### config.mk
export PLATFORM = sky130hd
export DESIGN_NAME = iter_divider
export DESIGN_NICKNAME = d
export VERILOG_FILES = /design/src/rtl/iter_divider_pkg.sv /design/src/rtl/iter_divider_div_step.sv /design/src/rtl/iter_divider.sv
export SDC_FILE = /design/constraint.sdc
export NUM_CORES = 1
export LEC_CHECK = 0
export ABC_AREA = 1
export BUFFER_PORTS_ARGS = -buffer_cell sky130_fd_sc_hd__buf_2
export CORE_MARGIN = 2
export CORE_UTILIZATION = 35
export DETAILED_ROUTE_END_ITERATION = 8
export GPL_TIMING_DRIVEN = 0
export HOLD_SLACK_MARGIN = 0.02
export PLACE_DENSITY = 0.61
export SLEW_MARGIN = 20
export SYNTH_ARGS = -nofsm -noshare
export SYNTH_HDL_FRONTEND = slang
export SYNTH_SLANG_ARGS = --single-unit
export TNS_END_PERCENT = 100
### constraint.sdc
create_clock -name clk -period 5.9 [get_ports clk]
set_input_delay 0.59 -clock clk [delete_from_list [all_inputs] [get_ports clk]]
set_output_delay 0.59 -clock clk [all_outputs]
set_load 0.01 [all_outputs]
### src/rtl/iter_divider_pkg.sv
// Definitions shared by the execute-stage iterative units (this divider and the
// shift-add multiplier): the sequencing state encoding and the default data width.
package iter_divider_pkg;

   localparam int DEF_WIDTH = 32;

   typedef enum logic [1:0] {
      IDLE = 2'd0,
      RUN  = 2'd1,
      FIX  = 2'd2
   } state_e;

endpackage

### src/rtl/iter_divider_div_step.sv
// One radix-2 restoring-division iteration: shift {rem, quo} left, trial-subtract
// the divisor magnitude, and keep the difference only when it is non-negative.
module iter_divider_div_step #(
   parameter int WIDTH = 32
) (
   input  logic [WIDTH-1:0] rem_i,
   input  logic [WIDTH-1:0] quo_i,
   input  logic [WIDTH-1:0] dmag_i,
   output logic [WIDTH-1:0] rem_o,
   output logic [WIDTH-1:0] quo_o
);

   logic [WIDTH:0] rem_sh;
   logic [WIDTH:0] trial;

   // The extra top bit of trial is the borrow: set means rem_sh < divisor.
   always_comb begin
      rem_sh = {rem_i, quo_i[WIDTH-1]};
      trial  = rem_sh - {1'b0, dmag_i};
      quo_o  = {quo_i[WIDTH-2:0], ~trial[WIDTH]};
      rem_o  = trial[WIDTH] ? rem_sh[WIDTH-1:0] : trial[WIDTH-1:0];
   end

endmodule

### src/rtl/iter_divider.sv
// Iterative radix-2 restoring divider for DIV/DIVU: quotient on lo, remainder on hi,
// one result bit per cycle, done pulses WIDTH+1 edges after start is accepted.
module iter_divider
   import iter_divider_pkg::*;
#(
   parameter int WIDTH = DEF_WIDTH,
   parameter int CNT_W = 6
) (
   input  logic             clk,
   input  logic             rst,
   input  logic             start,
   input  logic             sgn,
   input  logic             cancel,
   input  logic [WIDTH-1:0] dividend,
   input  logic [WIDTH-1:0] divisor,
   output logic             busy,
   output logic             done,
   output logic [WIDTH-1:0] hi,
   output logic [WIDTH-1:0] lo,
   output logic             div_by_zero
);

   localparam logic [CNT_W-1:0] LAST_CNT = CNT_W'(WIDTH - 1);

   function automatic logic [WIDTH-1:0] cond_neg(input logic [WIDTH-1:0] v,
                                                 input logic             neg);
      return neg ? -v : v;
   endfunction

   state_e           state_q, state_d;
   logic [CNT_W-1:0] cnt_q, cnt_d;
   logic [WIDTH-1:0] rem_q, rem_d;
   logic [WIDTH-1:0] quo_q, quo_d;
   logic [WIDTH-1:0] dmag_q, dmag_d;
   logic [WIDTH-1:0] dvnd_q, dvnd_d;
   logic             qneg_q, qneg_d;
   logic             rneg_q, rneg_d;
   logic             dz_q, dz_d;
   logic             done_q, done_d;
   logic             dbz_q, dbz_d;
   logic [WIDTH-1:0] hi_q, hi_d;
   logic [WIDTH-1:0] lo_q, lo_d;
   logic [WIDTH-1:0] rem_nx, quo_nx;
   logic             a_neg, b_neg;

   assign a_neg = sgn & dividend[WIDTH-1];
   assign b_neg = sgn & divisor[WIDTH-1];

   iter_divider_div_step #(
      .WIDTH (WIDTH)
   ) u_step (
      .rem_i  (rem_q),
      .quo_i  (quo_q),
      .dmag_i (dmag_q),
      .rem_o  (rem_nx),
      .quo_o  (quo_nx)
   );

   always_comb begin
      state_d = state_q;
      cnt_d   = cnt_q;
      rem_d   = rem_q;
      quo_d   = quo_q;
      dmag_d  = dmag_q;
      dvnd_d  = dvnd_q;
      qneg_d  = qneg_q;
      rneg_d  = rneg_q;
      dz_d    = dz_q;
      done_d  = 1'b0;
      dbz_d   = dbz_q;
      hi_d    = hi_q;
      lo_d    = lo_q;

      unique case (state_q)
         IDLE: begin
            // The dividend magnitude is preloaded into the quotient register and
            // shifted out through the top bit as quotient bits shift in.
            if (start && !cancel) begin
               state_d = RUN;
               cnt_d   = '0;
               rem_d   = '0;
               quo_d   = cond_neg(dividend, a_neg);
               dmag_d  = cond_neg(divisor, b_neg);
               qneg_d  = a_neg ^ b_neg;
               rneg_d  = a_neg;
               dvnd_d  = dividend;
               dz_d    = (divisor == '0);
            end
         end
         RUN: begin
            if (cancel) begin
               state_d = IDLE;
            end else begin
               rem_d = rem_nx;
               quo_d = quo_nx;
               cnt_d = cnt_q + CNT_W'(1);
               if (cnt_q == LAST_CNT) begin
                  state_d = FIX;
               end
            end
         end
         FIX: begin
            state_d = IDLE;
            if (!cancel) begin
               done_d = 1'b1;
               dbz_d  = dz_q;
               if (dz_q) begin
                  lo_d = '1;
                  hi_d = dvnd_q;
               end else begin
                  lo_d = cond_neg(quo_q, qneg_q);
                  hi_d = cond_neg(rem_q, rneg_q);
               end
            end
         end
         default: state_d = IDLE;
      endcase
   end

   always_ff @(posedge clk or negedge rst) begin
      if (!rst) begin
         state_q <= IDLE;
         cnt_q   <= '0;
         done_q  <= 1'b0;
         dbz_q   <= 1'b0;
         hi_q    <= '0;
         lo_q    <= '0;
      end else begin
         state_q <= state_d;
         cnt_q   <= cnt_d;
         done_q  <= done_d;
         dbz_q   <= dbz_d;
         hi_q    <= hi_d;
         lo_q    <= lo_d;
      end
   end

   // Working operands are always reloaded on start, so they carry no reset.
   always_ff @(posedge clk) begin
      rem_q  <= rem_d;
      quo_q  <= quo_d;
      dmag_q <= dmag_d;
      dvnd_q <= dvnd_d;
      qneg_q <= qneg_d;
      rneg_q <= rneg_d;
      dz_q   <= dz_d;
   end

   assign busy        = (state_q != IDLE);
   assign done        = done_q;
   assign hi          = hi_q;
   assign lo          = lo_q;
   assign div_by_zero = dbz_q;

endmodule

==> key figures, run 1 <==
Status
  • Status: completed

Yosys
  • Ys Warns: 0
  • Syn Area/Cell: 7.19 sq um
  • Dominant synthesized flop cell: edfxtp_1
  • Post-synthesis compound-gate area fraction: 7.75%
  • Ys async rst share: 36.1%
  • Cell Area, Synth: 14200 sq um
  • EDFF count, synth: 131
  • Post-synthesis sequential area ratio: 40.7%
  • Post-synthesis mux area share: 0%
  • Adder-Cell Fraction of Synth Area: 3.39%
  • Synth Instances: 1980
  • Netlist cell types: 54
  • Synth Area in XOR/XNOR: 4.99%
  • Net Count, Synth: 2087
  • Simple-gate share of the synthesized area: 33.0%
  • #FFs+latches synth: 205
  • Largest family of logic cells by synthesized area: simple AND/OR/NAND/NOR gates

Worst setup path
  • Critical path type: flip-flop to flip-flop
  • FF-to-FF End: rem_q[29]
  • CP Capture Point: rem_q[29]
  • Crit path max fanout: 10
  • Crit. Startpoint: quo_q[31]
  • Crit path arrival time: 3.26 ns
  • Critical path capture point type: flip-flop
  • Reg2reg start: quo_q[31]
  • FF-to-FF path depth: 16
  • CP Launch Type: flip-flop
  • R2r setup slk: 2.94 ns
  • Worst EP required: 6.20 ns

Global route
  • First-pass GRT wire length: 70.4 mm
  • Initial antenna violation count: 2
  • Vias in the first global route: 12852
  • Largest net degree at the start of global routing: 40
  • GRT Total Usage: 21.7%
  • GRT Residual Overflow: 0

Timing
  • Slew Viols, Final: 0
  • Clk_skew: 0.0256 ns
  • Slew @ Worst Pin: 0.915 ns
  • Slew margin rel.: 39.0%
  • Hold_ws: 0.247 ns
  • Crit path time final: 2.96 ns
  • Peak Freq: 338 MHz
  • Final period util: 50.2%
  • Finish-stage setup viols: 0
  • Final Hold Vio Count: 0
  • RSZ-0062 raised after global routing: no

Clock tree
  • CTS root buffer: clkbuf_16
  • Total clock buffers created by CTS: 24
  • Clk buf depth: 3
  • Quantity of gates resized following cts: 0
  • CTS hold repair buffers: 1
  • CTS sink count: 205
  • H-tree levels: 1
  • Post-CTS setup buffers: 0
  • CTS tree: built
  • Worst-path clk slew: 0.06 ns
  • Clock latency on the worst-skew pair: 0.56 ns

Power and ir drop
  • Sw Ratio: 33.0%
  • P_int: 2970 uW
  • Lkg Pwr: 0.00811 uW
  • Seq pwr share: 40.6%
  • NetSw: 1460 uW
  • Combinational Power Share: 24.6%
  • Maximum VDD drop: 188 uV
  • Pwr/cell area: 269 nW/um^2
  • Clock share of power: 34.8%

Place
  • HPWL after DPL: 36.8 mm
  • Routability cong.: 0.935
  • # port buffers: 135

Floorplanning
  • Die Ht: 206 um
  • # rows: 73
  • Area of the core: 39900 sq um
  • Starting Density: 35.7%
  • Io pins: 136
  • Die W: 206 um
  • Die area: 42300 sq um

Route
  • Drt pass-1 iters: 6
  • Iteration-0 DRC Markers: 1247
  • DRC: 0
  • Via Count: 13482
  • Routed length per instance: 16.9 um
  • Detailed Route WL: 45.5 mm
  • Routed Antenna Nets: 0
  • Number of vias per cell: 5.01

Final layout
  • Commonest cells after routing, fill and taps aside: nand2_1 (564), inv_1 (318), nor2_1 (224)
  • Commonest non-fill, non-tap cell in the layout: nand2_1
  • Area Growth Syn to Fin: 15.9%
  • Final #Nets: 2255
  • Layout cells sized above 1: 10.9%
  • Final core utilization: 41.3%

Flow run
  • Number of max-cap violations: 0

Hold path
  • HP Class: input pin to flip-flop
-- worst min path at each step --
stage / cells past startpoint / startpoint / end / slack [ns]
3_5_place_dp: 1 / div_by_zero / div_by_zero / 0.48
6_report: 1 / divisor[0] / dmag_q[0] / 0.25
2_1_floorplan: 0 / rst / cnt_q[0] / 0.29
5_1_grt: 1 / divisor[0] / dmag_q[0] / 0.24
4_1_cts: 1 / divisor[0] / dmag_q[0] / 0.22
3_3_place_gp: 1 / div_by_zero / div_by_zero / 0.48
-- power by group through the flow --
stage / registers, uW / clock network, uW / logic [uW]
after floorplan: 1800 / 0 / 737
after global placement: 1830 / 0 / 1050
after detailed placement: 1830 / 0 / 1080
after CTS: 1800 / 1570 / 1080
after global routing: 1810 / 1630 / 1250
final: 1800 / 1540 / 1090
-- cell families after synthesis --
kind of cell,Yosys count
simple gates,1098
buf+inv,378
flops,205
compound gates,180
xor+xnor,81
fa+ha+maj,38
-- critical path, stage by stage, from the launching register on --
cell,delay [ns]
edfxtp_1,0.63
inv_1,0.10
ha_1,0.24
fa_1,0.40
inv_1,0.12
nand2_1,0.06
nand2_1,0.08
nand3_1,0.09
nand2_2,0.12
nand2_2,0.08
nand2_4,0.08
nand2_4,0.08
nand3_4,0.14
buf_2,0.25
nand3_1,0.10
nand2_1,0.08
nor2_1,0.04
-- per-stage QoR --
step / instances / worst slack [ns] / area, sq um / total power (uW) / setup TNS (ns)
floorplan: 1980 / 1.12 / 14200 / 2540 / 0
global placement: 2640 / -0.613 / 15600 / 2890 / -38.67
detailed placement: 2646 / 2.97 / 15700 / 2910 / 0
CTS: 2691 / 2.96 / 16500 / 4460 / 0
global route: 2692 / 2.76 / 16500 / 4690 / 0
finish: 2692 / 2.94 / 16500 / 4430 / 0
-- synth_stat cells, drive strengths merged (8+ instances only) --
cell type,n,area share [%]
o22a,12,0.74
xnor2,11,0.68
nand3b,9,0.47
a21oi,40,1.5
nand2,575,16
nor2,226,6.0
xor2,70,4.3
dfrtp,74,13
clkbuf,36,0.95
o21ai,72,2.6
buf,13,0.55
inv,328,8.7
nand4,21,0.92
o211ai,17,0.90
edfxtp,131,28
o21bai,8,0.42
or2,14,0.62
nand3,207,7.5
nor3,34,1.3
ha,37,3.3
-- area by class of cell --
| cell class | instances | area [sq um] |
|---|---|---|
| clock inverters | 10 | 115 |
| diodes | 1 | 2.50 |
| plain buffers | 49 | 213 |
| clock buffers | 34 | 698 |
| flip-flops and latches | 205 | 5790 |
| repair buffers | 142 | 781 |
| inverters | 329 | 1240 |
| fillers | 4156 | 23400 |
| multi-input cells | 1397 | 7000 |
| well taps | 525 | 657 |
-- sequential cells by signal, indices dropped and copies added, names as in the netlist, 2 cells and up --
name / count
rem_q: 32
state_q: 2
dvnd_q: 32
hi: 32
dmag_q: 32
cnt_q: 6
quo_q: 32
lo: 32
-- routing by layer --
metal	vias up	GRT usage, %	wire length [um]	part of all wire (%)
met5	-	0	7	0.015
met4	2	4.93	852	1.9
met3	46	3.10	3200	7.0
met2	400	33.1	19500	43
met1	6330	32.3	22000	48
li1	6704	-	-	-
Note: power is estimated with default switching activity, not from simulation.
==> run 2, diff against run 1 <==
--- a/config.mk
+++ b/config.mk
@@ -12,7 +12,7 @@
 export DETAILED_ROUTE_END_ITERATION = 8
 export GPL_TIMING_DRIVEN = 0
 export HOLD_SLACK_MARGIN = 0.02
-export PLACE_DENSITY = 0.61
+export PLACE_DENSITY = 0.63
 export SLEW_MARGIN = 20
 export SYNTH_ARGS = -nofsm -noshare
 export SYNTH_HDL_FRONTEND = slang
==> constraint.sdc (replaced) <==
create_clock -name clk -period 2.7 [get_ports clk]
set_input_delay 0.27 -clock clk [delete_from_list [all_inputs] [get_ports clk]]
set_output_delay 0.27 -clock clk [all_outputs]
set_load 0.01 [all_outputs]
==> run 2 against run 1 <==
  * Clock skew shrank 0.0097 ns
  * Cell count grew 1.9%
  * Flip-flop and latch count is the same
  * Die area is the same
  * Via count grew 2.0%
  * Maximum frequency grew 13%
  * Register-to-register slack lost 2.9 ns
  * Critical path depth is the same
  * Non-clock buffer count grew 51
==> key figures, run 2 (synthesis results as in run 1) <==
Status
  • Status: completed

Power and ir drop
  • Maximum VDD drop: 396 uV
  • Lkg Pwr: 0.00837 uW
  • Pwr/cell area: 580 nW/um^2

Worst setup path
  • CP bufs+invs: 3
  • Family with the most delay on the worst path: simple AND/OR/NAND/NOR gates
  • Critical path's slowest cell: edfxtp_1
  • Crit path max fanout: 5
  • Critical path type: flip-flop to flip-flop
  • Worst EP required: 3.00 ns
  • Crit path arrival time: 2.91 ns
  • Critical path capture point type: flip-flop
  • Worst path max stage delay: 0.55 ns
  • CP Launch Type: flip-flop
  • CP most frequent cell: nand2_4
  • Crit-path cells: inv_2 -> ha_4 -> fa_2 -> inv_2 -> nand2_2 -> nand2_2 -> nand3_2 -> nand2_4 -> nand2_4 -> nand2_4 -> nand2_8 -> nand3_4 -> nand2_8 -> clkbuf_16 -> nor2_1 -> nor2_1

Hold path
  • HP Class: input pin to flip-flop

Route
  • Drt pass-1 iters: 8
  • Routed length per instance: 17.2 um
  • Number of vias per cell: 5.01
  • DRC: 0
  • Via Count: 13745
  • Detailed Route WL: 47.1 mm
  • Routed Antenna Nets: 0
  • Iteration-0 DRC Markers: 1267

Clock tree
  • Clk buf depth: 3
  • Worst-path clk slew: 0.06 ns
  • CTS sink count: 205
  • Total clock buffers created by CTS: 24
  • CTS tree: built
  • Clock latency on the worst-skew pair: 0.55 ns
  • CTS root buffer: clkbuf_16
  • H-tree levels: 1

Final layout
  • Final #Nets: 2308
  • Layout filler cell count: 4107
  • Finished Cell Area: 17200 sq um
  • Layout cells sized above 1: 12.5%
  • Area Growth Syn to Fin: 20.7%
  • Register Area: 5790 sq um
  • Commonest cells after routing, fill and taps aside: nand2_1 (562), inv_1 (316), nor2_1 (214)
  • ANT cells: 0
  • Area of the multi-input gates: 7130 sq um
  • Commonest non-fill, non-tap cell in the layout: nand2_1

Global route
  • GRT Total Usage: 22.2%
  • Largest net degree at the start of global routing: 40
  • First-pass GRT wire length: 72.0 mm
  • GRT Residual Overflow: 0
  • Vias in the first global route: 13003
  • Initial antenna violation count: 0

Floorplanning
  • Die area: 42300 sq um
  • # rows: 73
  • Die Ht: 206 um
  • Starting Density: 35.7%
  • Die W: 206 um
  • Io pins: 136
  • Area of the core: 39900 sq um

Timing
  • Peak Freq: 382 MHz
  • Final Hold Vio Count: 0
  • Finish-stage setup viols: 0
  • Slew margin rel.: 38.8%
  • Final period util: 97.0%
  • Final TNS setup: 0 ns
  • Clk_skew: 0.0159 ns
  • Slew @ Worst Pin: 0.917 ns
  • Crit path time final: 2.62 ns
  • Slew Viols, Final: 0

Place
  • Placed inst area: 15700 sq um
  • # port buffers: 135
  • Routability cong.: 0.900
  • HPWL after DPL: 37.3 mm

Flow run
  • Number of max-cap violations: 0
## run 2: worst reg2reg max path, stage by stage (launching register included)
cell and delay (ns):
edfxtp_1 0.55, inv_2 0.09, ha_4 0.17, fa_2 0.37, inv_2 0.07, nand2_2 0.04
nand2_2 0.07, nand3_2 0.09, nand2_4 0.10, nand2_4 0.06, nand2_4 0.09, nand2_8 0.08
nand3_4 0.13, nand2_8 0.10, clkbuf_16 0.18, nor2_1 0.10, nor2_1 0.05
## run 2: final timing paths
kind	start	endpoint	slack, ns	depth (start not counted)
min in group asynchronous	rst	lo[28]	0.25	2
hold reg to reg	lo[19]	lo[19]	0.49	1
setup reg to reg	quo_q[31]	rem_q[28]	0.08	16
hold / removal	divisor[25]	dmag_q[25]	0.05	2
max in group asynchronous	rst	hi[14]	1.84	3
setup / recovery	quo_q[31]	rem_q[28]	0.08	16
## run 2: area by class of cell
cell class                 count  area share (%)
multi-input combinational   1398            41.5
sequential                   205            33.7
timing repair buffer         193            7.47
inverter                     329            7.21
clock buffer                  31            3.94
tap                          525            3.82
buffer                        49            1.46
clock inverter                13           0.867
timing repair inverter         1          0.0437
## run 2: power breakdown
part / internal, uW / leakage (uW) / switching [uW]
logic: 955 / 0.00581 / 1670
clock network: 2050 / 0.000407 / 1370
registers: 3680 / 0.00215 / 246
## run 2: repair_timing
item / CTS / global route
gates cloned: 1 / 3
endpoints found under the setup margin: 62 / 83
pin swaps: 0 / 9
setup buffers: 3 / 14
hold buffers: 33 / 0
endpoints found under the hold margin: 67 / 0
gates resized for setup: 8 / 35
## run 2: per-stage QoR
step	hold WS, ns	cells	total power [uW]	utilization, %	worst slack (ns)
final	0.0503	2744	9970	43.0	0.0821
after global routing	0.0350	2744	10500	43.0	-0.0363
after CTS	0.0296	2727	9880	42.3	-0.0845
after detailed placement	0.276	2646	6360	39.2	-0.213
after global placement	0.477	2640	6320	39.0	-2.94
after floorplan	-0.0256	1980	5550	-	-1.59
## run 2: routing by layer
| layer | GRT usage [%] | share of wire [%] |
|---|---|---|
| met1 | 32.5 | 47 |
| met2 | 33.6 | 43 |
| met3 | 4.13 | 8.3 |
| met4 | 5.68 | 2.2 |
| met5 | 0 | 0 |
==> run 3, diff against run 2 <==
--- a/config.mk
+++ b/config.mk
@@ -7,12 +7,14 @@
 export LEC_CHECK = 0
 export ABC_AREA = 1
 export BUFFER_PORTS_ARGS = -buffer_cell sky130_fd_sc_hd__buf_2
+export CELL_PAD_IN_SITES_DETAIL_PLACEMENT = 0
+export CELL_PAD_IN_SITES_GLOBAL_PLACEMENT = 1
 export CORE_MARGIN = 2
 export CORE_UTILIZATION = 35
 export DETAILED_ROUTE_END_ITERATION = 8
 export GPL_TIMING_DRIVEN = 0
 export HOLD_SLACK_MARGIN = 0.02
-export PLACE_DENSITY = 0.63
+export PLACE_DENSITY = 0.78
 export SLEW_MARGIN = 20
 export SYNTH_ARGS = -nofsm -noshare
 export SYNTH_HDL_FRONTEND = slang
==> run 3 against run 2 <==
  * Hold slack worse by 0.0050 ns
  * Via count is 0.80% higher
  * Critical path depth down 1
  * Clock skew grew 0.0045 ns
  * Largest power group unchanged
  * Sequential share of layout area up 0.38 points
  * Largest cell class unchanged
  * Wire length is 6.8% higher
  * Global-route usage up 1.5 points
  * Critical path type unchanged
  * Cell count down 0.26%
  * Maximum frequency rose by 0.88%
==> key figures, run 3 (synthesis results as in run 1) <==
Worst setup path
  • Worst path max stage delay: 0.49 ns
  • CP bufs+invs: 4
  • Critical path's slowest cell: edfxtp_1
  • Stages on worst setup path: 15
  • CP Launch Type: flip-flop
  • Worst EP required: 3.00 ns
  • CP most frequent cell: nand2_1
  • FF-to-FF path depth: 15
  • Crit-path cells: inv_1 -> ha_1 -> nand2_1 -> nand2_1 -> inv_1 -> nand2_1 -> inv_1 -> nand2_1 -> a21oi_4 -> nand2_8 -> nand2_8 -> nand2_8 -> buf_4 -> nor2_1 -> nor2_1
  • Crit path arrival time: 2.89 ns
  • Critical path capture point type: flip-flop
  • Family with the most delay on the worst path: simple AND/OR/NAND/NOR gates
  • Critical path type: flip-flop to flip-flop
  • Crit path max fanout: 8

Clock tree
  • H-tree levels: 1
  • CTS sink count: 205
  • Clk buf depth: 3
  • CTS root buffer: clkbuf_16
  • Clock latency on the worst-skew pair: 0.55 ns
  • CTS tree: built
  • Total clock buffers created by CTS: 25
  • Worst-path clk slew: 0.06 ns

Timing
  • Final TNS setup: 0 ns
  • Finish-stage setup viols: 0
  • Peak Freq: 385 MHz
  • Slew margin rel.: 29.6%
  • Final Hold Vio Count: 0
  • Slew Viols, Final: 0
  • Final period util: 96.1%
  • Slew @ Worst Pin: 1.06 ns
  • Clk_skew: 0.0204 ns
  • Hold_ws: 0.0452 ns
  • Crit path time final: 2.60 ns

Global route
  • Largest net degree at the start of global routing: 41
  • Vias in the first global route: 13165
  • Initial antenna violation count: 0
  • GRT Total Usage: 23.7%
  • First-pass GRT wire length: 75.7 mm
  • GRT Residual Overflow: 0

Floorplanning
  • Die area: 42300 sq um
  • Die Ht: 206 um
  • Starting Density: 35.7%
  • Io pins: 136
  • Die W: 206 um
  • Area of the core: 39900 sq um
  • # rows: 73

Route
  • Via Count: 13855
  • Detailed Route WL: 50.3 mm
  • Routed met1 length: 25.0 mm
  • Max Used Layer: met4
  • Number of vias per cell: 5.06
  • Iteration-0 DRC Markers: 1348
  • Drt pass-1 iters: 5
  • DRC: 0
  • Routed wl met3: 3.49 mm
  • Met2 Wirelength: 20.9 mm
  • Routed Antenna Nets: 0
  • Routed length per instance: 18.4 um

Place
  • HPWL after DPL: 40.3 mm
  • Placed cell count: 2646
  • Placed inst area: 15700 sq um
  • # port buffers: 135
  • Routability cong.: 0.925

Final layout
  • Final #Nets: 2300
  • ANT cells: 0
  • Area Growth Syn to Fin: 19.4%
  • Layout cells sized above 1: 11.8%
  • Commonest non-fill, non-tap cell in the layout: nand2_1
  • Layout filler cell count: 4131
  • Finished Cell Area: 17000 sq um
  • Non-Filler Instances: 2737
  • Commonest cells after routing, fill and taps aside: nand2_1 (562), inv_1 (316), nor2_1 (223)

Hold path
  • Hold path cells: 1
  • HP Class: input pin to flip-flop

Power and ir drop
  • Seq pwr share: 40.2%
  • Pwr/cell area: 580 nW/um^2
  • Clock share of power: 33.7%
  • Lkg Pwr: 0.00827 uW
  • Maximum VDD drop: 404 uV
  • NetSw: 3350 uW
  • Sw Ratio: 34.0%
  • Combinational Power Share: 26.1%
  • P_int: 6490 uW

Status
  • Status: completed

Flow run
  • Number of max-cap violations: 0
## run 3: changes by cell type in the layout (fill, tap and decap cells not counted), moves of 4 or more
cell / before / now
clkbuf_8: 5 / 0
clkinvlp_4: 2 / 9
ha_1: 32 / 36
ha_2: 4 / 0
nor2_1: 214 / 223
nor2_2: 11 / 2
## run 3: cell type report
cell class	instances	area (sq um)	share of cell area [%]
Inverter	329	1240	7.29
Buffer	49	248	1.46
Clock buffer	28	637	3.75
Sequential cell	205	5790	34.1
Clock inverter	18	163	0.958
Timing Repair Buffer	185	1180	6.98
Timing Repair inverter	1	7.51	0.0442
Tap cell	525	657	3.87
Multi-Input combinational cell	1397	7070	41.6
## run 3: worst paths after layout
| kind | start | endpoint | slack (ns) |
|---|---|---|---|
| setup reg to reg | dmag_q[23] | rem_q[29] | 0.10 |
| setup / recovery | dmag_q[23] | rem_q[29] | 0.10 |
| max in group asynchronous | rst | hi[8] | 1.83 |
| hold / removal | dividend[12] | dvnd_q[12] | 0.05 |
| min in group asynchronous | rst | lo[8] | 0.23 |
| hold reg to reg | div_by_zero | div_by_zero | 0.49 |
## run 3: power by group through the flow
| stage | clock network (uW) | registers (uW) | logic (uW) |
|---|---|---|---|
| final | 3320 | 3960 | 2570 |
| after global routing | 3470 | 3990 | 2890 |
| after CTS | 3370 | 3960 | 2480 |
| after detailed placement | 0 | 4020 | 2400 |
| after global placement | 0 | 4030 | 2360 |
| after floorplan | 0 | 3930 | 1610 |
## run 3: metal layers
metal  up-vias  GRT usage, %
met2       435          35.0
met1      6591          36.3
met3        49          3.41
li1       6780             -
met4         0          5.19
met5         -             0
## run 3: stage by stage
step / worst slack (ns) / util [%] / total power [uW]
after floorplan: -1.59 / - / 5550
after global placement: -2.82 / 39.0 / 6380
after detailed placement: -0.146 / 39.3 / 6420
after CTS: 0.0189 / 42.1 / 9810
after global routing: -0.00124 / 42.6 / 10300
final: 0.105 / 42.6 / 9850
## run 3: worst reg2reg max path, cell delays in order (launching register included)
cell and delay [ns]:
edfxtp_1 0.49, inv_1 0.08, ha_1 0.37, nand2_1 0.10
nand2_1 0.07, inv_1 0.07, nand2_1 0.07, inv_1 0.06
nand2_1 0.10, a21oi_4 0.33, nand2_8 0.11, nand2_8 0.12
nand2_8 0.08, buf_4 0.16, nor2_1 0.11, nor2_1 0.05
## run 3: what timing repair did
| action | CTS | global route |
|---|---|---|
| gates resized for setup | 6 | 19 |
| gates cloned | 1 | 0 |
| setup buffers | 2 | 12 |
| hold buffers | 30 | 0 |
| endpoints found under the setup margin | 60 | 29 |
| endpoints found under the hold margin | 63 | 0 |
| pin swaps | 0 | 7 |
